<file path="config.mk">
export PLATFORM = sky130hd
export DESIGN_NAME = instr_decode_issue
export DESIGN_NICKNAME = d
export VERILOG_FILES = /design/src/rtl/instr_decode_issue.sv
export SDC_FILE = /design/constraint.sdc
export NUM_CORES = 1
export LEC_CHECK = 0
export ABC_AREA = 1
export CORE_ASPECT_RATIO = 1.75
export CORE_UTILIZATION = 35
export DETAILED_ROUTE_END_ITERATION = 8
export GPL_ROUTABILITY_DRIVEN = 0
export SLEW_MARGIN = 20
export SYNTH_ARGS = -nofsm -noshare
export SYNTH_HDL_FRONTEND = slang
export SYNTH_SLANG_ARGS = --single-unit
</file>
<file path="constraint.sdc">
create_clock -name clk -period 2.6 [get_ports clk]
set_input_delay 0.52 -clock clk [delete_from_list [all_inputs] [get_ports clk]]
set_output_delay 0.52 -clock clk [all_outputs]
set_load 0.01 [all_outputs]
</file>
<file path="src/rtl/instr_decode_issue.sv">
`default_nettype none
// ============================================================================
// Module      : instr_decode_issue
// Description : Decode/issue stage with a register scoreboard that stalls
//               issue on RAW/WAW hazards against in-flight writes.
// Revision    : 1.0 - initial release
// ============================================================================
module instr_decode_issue #(
    parameter logic [3:0] ZERO_REG = 4'd0,
    parameter int         CNT_W    = 16
) (
    input  logic             clk,
    input  logic             rst,
    input  logic             in_valid,
    input  logic [31:0]      in_instr,
    output logic             in_ready,
    output logic             out_valid,
    input  logic             out_ready,
    output logic [2:0]       op,
    output logic             form,
    output logic [1:0]       vec,
    output logic [3:0]       A,
    output logic [3:0]       B,
    output logic [3:0]       C,
    output logic [3:0]       D,
    output logic [3:0]       Y1,
    output logic [3:0]       Y2,
    output logic [1:0]       write,
    output logic [3:0]       zero_reg,
    input  logic             wb_valid,
    input  logic [15:0]      wb_mask,
    output logic [15:0]      sb_pending,
    output logic             err,
    output logic [CNT_W-1:0] issue_count,
    output logic [CNT_W-1:0] stall_count
);

    localparam logic [CNT_W-1:0] c_cnt_max = {CNT_W{1'b1}};
    localparam logic [CNT_W-1:0] c_cnt_one = {{(CNT_W-1){1'b0}}, 1'b1};

    logic [2:0]       w_op;
    logic             w_form;
    logic [1:0]       w_vec;
    logic [1:0]       w_write;
    logic [3:0]       w_y1, w_y2, w_a, w_b, w_c, w_d;
    logic [15:0]      w_clr;
    logic [15:0]      w_eff;
    logic [15:0]      w_set;
    logic [15:0]      w_sb_next;
    logic             w_hazard;
    logic             w_illegal;
    logic             w_slot_free;
    logic             w_accept;
    logic             w_issue;

    logic             r_out_valid;
    logic [2:0]       r_op;
    logic             r_form;
    logic [1:0]       r_vec;
    logic [1:0]       r_write;
    logic [3:0]       r_y1, r_y2, r_a, r_b, r_c, r_d;
    logic [15:0]      r_sb;
    logic             r_err;
    logic [CNT_W-1:0] r_issue_count;
    logic [CNT_W-1:0] r_stall_count;

    function automatic logic f_busy(input logic [3:0] idx, input logic [15:0] eff);
        return (idx != ZERO_REG) && eff[idx];
    endfunction

    assign w_op    = in_instr[31:29];
    assign w_form  = in_instr[28];
    assign w_vec   = in_instr[27:26];
    assign w_write = in_instr[25:24];
    assign w_y1    = in_instr[23:20];
    assign w_y2    = in_instr[19:16];
    assign w_a     = in_instr[15:12];
    assign w_b     = in_instr[11:8];
    assign w_c     = in_instr[7:4];
    assign w_d     = in_instr[3:0];

    // Retiring writes bypass into this cycle's hazard check.
    assign w_clr = wb_valid ? wb_mask : 16'h0000;
    assign w_eff = r_sb & ~w_clr;

    assign w_hazard = f_busy(w_a, w_eff) || f_busy(w_b, w_eff) ||
                      f_busy(w_c, w_eff) || f_busy(w_d, w_eff) ||
                      (w_write[0] && f_busy(w_y1, w_eff)) ||
                      (w_write[1] && f_busy(w_y2, w_eff));

    assign w_illegal   = (w_write == 2'b11) && (w_y1 == w_y2);
    assign w_slot_free = !r_out_valid || out_ready;
    assign in_ready    = w_slot_free && !w_hazard;
    assign w_accept    = in_valid && in_ready;
    assign w_issue     = w_accept && !w_illegal;

    always_comb begin
        w_set = 16'h0000;
        if (w_issue) begin
            if (w_write[0] && (w_y1 != ZERO_REG)) w_set[w_y1] = 1'b1;
            if (w_write[1] && (w_y2 != ZERO_REG)) w_set[w_y2] = 1'b1;
        end
        // Set is applied after clear so a same-cycle re-issue keeps its bit.
        w_sb_next           = (r_sb & ~w_clr) | w_set;
        w_sb_next[ZERO_REG] = 1'b0;
    end

    always_ff @(posedge clk or posedge rst) begin
        if (rst) begin
            r_out_valid   <= 1'b0;
            r_op          <= 3'd0;
            r_form        <= 1'b0;
            r_vec         <= 2'd0;
            r_write       <= 2'd0;
            r_y1          <= 4'd0;
            r_y2          <= 4'd0;
            r_a           <= 4'd0;
            r_b           <= 4'd0;
            r_c           <= 4'd0;
            r_d           <= 4'd0;
            r_sb          <= 16'h0000;
            r_err         <= 1'b0;
            r_issue_count <= '0;
            r_stall_count <= '0;
        end else begin
            r_sb <= w_sb_next;

            if (w_issue) begin
                r_out_valid <= 1'b1;
                r_op        <= w_op;
                r_form      <= w_form;
                r_vec       <= w_vec;
                r_write     <= w_write;
                r_y1        <= w_y1;
                r_y2        <= w_y2;
                r_a         <= w_a;
                r_b         <= w_b;
                r_c         <= w_c;
                r_d         <= w_d;
                if (r_issue_count != c_cnt_max) r_issue_count <= r_issue_count + c_cnt_one;
            end else if (out_ready) begin
                r_out_valid <= 1'b0;
            end

            if (w_accept && w_illegal) r_err <= 1'b1;

            // Only hazard stalls count; a blocked output slot is not a stall here.
            if (in_valid && w_slot_free && w_hazard && (r_stall_count != c_cnt_max))
                r_stall_count <= r_stall_count + c_cnt_one;
        end
    end

    assign out_valid   = r_out_valid;
    assign op          = r_op;
    assign form        = r_form;
    assign vec         = r_vec;
    assign write       = r_write;
    assign Y1          = r_y1;
    assign Y2          = r_y2;
    assign A           = r_a;
    assign B           = r_b;
    assign C           = r_c;
    assign D           = r_d;
    assign zero_reg    = ZERO_REG;
    assign sb_pending  = r_sb;
    assign err         = r_err;
    assign issue_count = r_issue_count;
    assign stall_count = r_stall_count;

endmodule
`default_nettype wire

</file>
==> summary.txt, run 1 <==
Outcome
  • Outcome: finished clean

GRT
  • Initial antenna violation count: 1
  • GRT overflow: 0
  • Pin count of the biggest net entering global routing: 31
  • Global-route wire length before repair: 29.8 mm
  • Vias in the first global route: 6101
  • Total Routing Usage GR: 25.5%

Logic synthesis
  • Most area-consuming cells after synthesis: dfrtp_1, nand2_1, nand3_1, inv_1, nor2_1
  • Sequential area share after synthesis: 39.9%
  • Cell variety after synth: 33
  • Avg Inst Size Synth: 7.03 um^2
  • FF+latch count, synth: 81
  • Gate Count Post-Synth: 723
  • Dominant synthesized flop cell: dfrtp_1
  • Async SR Flop Fraction: 100%
  • Post-synth top cells: nand2_1, nand3_1, dfrtp_1
  • Most common cell in the synthesized netlist: nand2_1
  • Yosys top cell area share: 39.9%
  • Post-synth EDFFs: 0
  • Cell taking the most area after synthesis: dfrtp_1
  • Netlist Area Pre-Place: 5080 um^2
  • Synth Warn #: 0

Drt
  • Via count: 5953
  • Post-DRT Antenna Nets: 0
  • DRT Pass-1 Iters: 5
  • DRC errors left: 0
  • Vias/cell: around 5.3
  • WL final: 18.9 mm
  • First-iteration detailed-routing DRC count: 392
  • Wire per inst: 16.6 um

Clock network
  • CTS Buf Count: 9
  • CTS root buffer: clkbuf_16
  • CTS tree: done
  • CTS sink cnt: 81
  • CTS Hold Buffers Added: 0
  • Clock slew at reported path FFs: 0.07 ns
  • Longest Clk Path Bufs: 2
  • Worst-Skew Late Latency: 0.34 ns
  • Clock H-tree levels: 3

Power
  • Leak pwr: between 3 and 4 nW
  • Pwr Density: between 600 and 700 nW/um^2
  • Overall power: 4.98 mW
  • Worst IR drop on VDD: 315 uV

Critical path
  • CP required: roughly 2.1 ns
  • CP startpoint kind: input pin
  • Kind of critical path: in -> out
  • Worst Path Max Fanout: 8
  • Setup crit end kind: output port
  • CP arrival: a little under 2 ns
  • Worst reg2reg path depth: 15

Cells and area
  • Final nets: 1006
  • Share of cells above drive strength 1: 20.6%
  • Core Util, Final: 56.7%
  • Total of fill cells in the finished design: about 1.3k
  • Area occupied by multi-input gates: 2870 um^2
  • Reg area: 2030 um^2
  • Layout area overhead: 56.7%

STA
  • Setup TNS: 0 ns
  • Final Cycle Share: 96.6%
  • Tmin final: 2.51 ns
  • Hold Slack: 0.475 ns
  • Pins Over Slew Limit: 0
  • # setup viols final: 0
  • Relative slew slack: 52.1%
  • Final hold violations: 0
  • Worst-margin pin slew: 0.713 ns
  • Fin Clk Skew: 0.0144 ns
  • F_max: 398 MHz

Hold path
  • HP Class: reg -> reg
  • Hold path depth: 2

Floorplan
  • I/O pins: 140
  • Die height: 161 um
  • DIE WIDTH: 93.1 um
  • Die ar.: 15000 um^2
  • Initial core utilization: roughly 36%
  • # rows: between 50 and 60
  • Core box area: between 10000 and 15000 um^2

Placement
  • Post-DP HPWL: roughly 15 mm
  • IO Port Bufs: 133

Job
  • Max-Cap Viols: 0
## critical path: stages
cell	delay [ns]
clkbuf_4	0.16
buf_12	0.15
buf_4	0.11
nand2_2	0.07
buf_4	0.14
nand3_1	0.06
nand3_1	0.07
nand3_1	0.10
nand3_1	0.08
nand2_1	0.08
nand2_1	0.06
inv_2	0.07
nand3_4	0.09
nor2_2	0.08
buf_2	0.13
## placed cells by master (no fill, tap or decap), drive strengths merged, types with 17 or more instances in the layout
master / synthesis / layout
o21ai: 59 / 59
dfrtp: 81 / 81
xor2: 18 / 18
nand2: 222 / 222
nand4: 17 / 17
clkdlybuf4s50: 0 / 101
inv: 65 / 65
nand3: 123 / 123
nor2: 57 / 57
dlymetal6s2s: 0 / 18
buf: 20 / 105
nor3: 17 / 17
## report_power, final
part | internal [mW] | total, mW | switching, mW
logic | 0.904 | 1.69 | 0.791
registers | 1.55 | 1.80 | 0.245
clock network | 0.939 | 1.48 | 0.545
total | 3.40 | 4.98 | 1.58
## logic make-up after synthesis
group / share of synthesized area [%]
XOR/XNOR: 3.96
other: 0.0738
AO/OA/AOI/OAI: 9.70
buffers and inverters: 8.17
flip-flops: 39.9
AND/OR/NAND/NOR: 37.7
adder cells (fa/ha/maj): 0.492
## per-layer routing
metal / part of all wire [%] / up-vias / track usage [%] / wire (um)
met4: 5.3 / 0 / 15.2 / 1000
met5: 0 / - / 0 / 0
met1: 34 / 2763 / 25.1 / 6450
li1: - / 2834 / - / -
met3: 5.1 / 71 / 4.10 / 966
met2: 55 / 285 / 48.6 / 10400
## stage by stage
stage / worst slack [ns] / instance area [um^2] / cells
floorplan: 0.375 / 5100 / 727
global placement: -0.699 / 7280 / 1107
detailed placement: -0.685 / 7280 / 1107
CTS: 0.000326 / 7740 / 1125
global route: -0.0261 / 7970 / 1133
finish: 0.0893 / 7970 / 1133
## timing repair
action,CTS,global route
pin swaps,8,26
setup buffers,2,7
gates cloned,1,0
setup endpoints to repair,59,60
resized for setup,55,61
endpoints found under the hold margin,0,0
## worst paths after layout
check | start | end | slack, ns
worst max-delay path | wb_valid | in_ready | 0.09
worst min-delay path | form | form | 0.47
worst max register to register | sb_pending[9] | sb_pending[13] | 0.35
worst min register to register | form | form | 0.47
max in group asynchronous | rst | stall_count[13] | 1.38
min in group asynchronous | rst | stall_count[1] | 0.64
## area by class of cell
class                   count  area share [%]
flip-flops and latches     81            25.4
diodes                      1          0.0314
repair buffers            237            28.2
clock inverters             6            1.45
multi-input cells         555            36.0
clock buffers               9            2.83
inverters                  67            3.27
well taps                 177            2.78
Power figures use the tool's default switching activity.
==> inputs of run 2 (changes only) <==
Settings changed: CORE_UTILIZATION 35 to 31.
==> summary.txt, run 2 (synthesis gave the netlist of run 1 again) <==
Outcome
  • Outcome: finished clean

GRT
  • Initial antenna violation count: 0
  • Pin count of the biggest net entering global routing: 41
  • Total Routing Usage GR: 22.4%
  • Vias in the first global route: 5806
  • Global-route wire length before repair: about 29 mm
  • GRT overflow: 0

Drt
  • DRT Pass-1 Iters: 5
  • Met3 wire len: around 1.2 mm
  • Highest Signal Layer: met4
  • Wire per inst: 16.4 um
  • DRC errors left: 0
  • DR WL met2: 9.79 mm
  • First-iteration detailed-routing DRC count: 278
  • M1 WL: 6.66 mm
  • Vias/cell: 5.14
  • Via count: 5883
  • Post-DRT Antenna Nets: 0
  • WL final: 18.8 mm

Cells and area
  • Commonest non-fill, non-tap cells in the layout: nand2_1, nand3_1, clkdlybuf4s50_1
  • Share of cells above drive strength 1: 21.4%
  • Commonest non-fill, non-tap cell in the layout: nand2_1
  • Layout area overhead: 55.5%
  • Diode count: 0
  • Total of fill cells in the finished design: 1588
  • Core Util, Final: 49.5%
  • Final nets: 1006

Power
  • Overall power: 4.80 mW
  • Leak pwr: 3.83 nW
  • Worst IR drop on VDD: 313 uV
  • Pwr Density: 608 nW/um^2

STA
  • F_max: 399 MHz
  • # setup viols final: 0
  • Hold Slack: 0.473 ns
  • Setup TNS: 0 ns
  • RSZ-0062 raised after global routing: false
  • Relative slew slack: 63.4%
  • Tmin final: approximately 2.5 ns
  • Final hold violations: 0
  • Final Cycle Share: 96.4%
  • Pins Over Slew Limit: 0
  • Fin Clk Skew: a little under 0.01 ns
  • Worst-margin pin slew: ~0.54 ns

Floorplan
  • DIE WIDTH: 98.8 um
  • I/O pins: 140
  • Die height: 171 um
  • Core box area: ~16000 um^2
  • Die ar.: ~17000 um^2
  • # rows: 61
  • Initial core utilization: 31.9%

Clock network
  • Longest Clk Path Bufs: 2
  • CTS root buffer: clkbuf_16
  • Clock H-tree levels: 3
  • CTS tree: done
  • Worst-Skew Late Latency: 0.34 ns
  • CTS Buf Count: 9
  • CTS sink cnt: 81
  • Clock slew at reported path FFs: around 0.07 ns

Critical path
  • CP arrival: 1.99 ns
  • CP startpoint kind: input pin
  • RR Endpoint: sb_pending[1]
  • CP required: 2.08 ns
  • Setup crit end kind: output port
  • Worst Path Max Fanout: 5
  • Worst reg2reg path depth: 13
  • Kind of critical path: in -> out
  • R2R Setup Slk: 0.44 ns
  • R2r startpoint: sb_pending[7]

Job
  • Max-Cap Viols: 0

Placement
  • Post-DP HPWL: about 14 mm
  • IO Port Bufs: 133

Hold path
  • HP Start: op[1]
  • Hold path depth: 2
  • HP Class: reg -> reg
  • End of the worst hold path: op[1]
==> run 2: changes by cell type in the layout (fill, tap and decap cells not counted), moves of 4 or more <==
cell and change:
nand2_1 -4, nor2_2 +4, dlygate4sd2_1 -4, nand2_2 +10, nand2_4 -6
==> run 2: how the worst max path moves through the flow <==
stage | cells past startpoint | slack, ns | start | to
5_1_grt | 14 | 0.006 | wb_mask[3] | in_ready
4_1_cts | 13 | 0.005 | wb_mask[13] | in_ready
2_1_floorplan | 16 | 0.37 | in_instr[12] | A[0]
3_5_place_dp | 12 | -0.64 | in_instr[16] | in_ready
3_3_place_gp | 15 | -0.67 | wb_valid | in_ready
6_report | 11 | 0.09 | in_instr[22] | in_ready
==> run 2: per-stage QoR <==
stage	instance area, um^2	worst slack, ns	std cells
floorplan	5100	0.375	727
global placement	7300	-0.673	1121
detailed placement	7300	-0.638	1121
CTS	7680	0.00497	1138
global route	7900	0.00597	1145
finish	7900	0.0948	1145
==> run 2: what timing repair did <==
| action | in CTS | in global routing |
|---|---|---|
| hold buffers | 0 | 0 |
| gates resized for setup | 43 | 71 |
| pin swaps | 2 | 38 |
| setup buffers | 0 | 7 |
| setup endpoints to repair | 34 | 60 |
| cloned | 1 | 0 |
==> run 2: report_power, final <==
part	internal, mW	leakage, nW	switching, mW
clock	0.779	0.143	0.563
combinational	0.898	2.62	0.783
sequential	1.55	1.07	0.227
total	3.23	3.83	1.57
==> run 2: per-layer routing <==
layer  up-vias  GRT usage [%]
li1       2830              -
met1      2712           22.7
met2       258           41.3
met3        83           4.59
met4         0           14.7
met5         -              0
==> run 2: worst max-delay path, stage by stage <==
cell and delay [ns]:
clkdlybuf4s50_1 0.49, nor2_1 0.26, a21oi_1 0.11, nand2_1 0.07, nor2_1 0.04, nand2_1 0.06, nand2_1 0.05, inv_1 0.06
nand3_2 0.10, nor2_1 0.10, buf_2 0.13
==> run 2: area by class of cell <==
type	instances	area, um^2	area share, %
inverters	67	262	3.31
clock inverters	5	62.6	0.792
repair buffers	237	2230	28.3
flip-flops and latches	81	2030	25.7
clock buffers	11	243	3.07
multi-input cells	555	2840	35.9
well taps	189	236	2.99
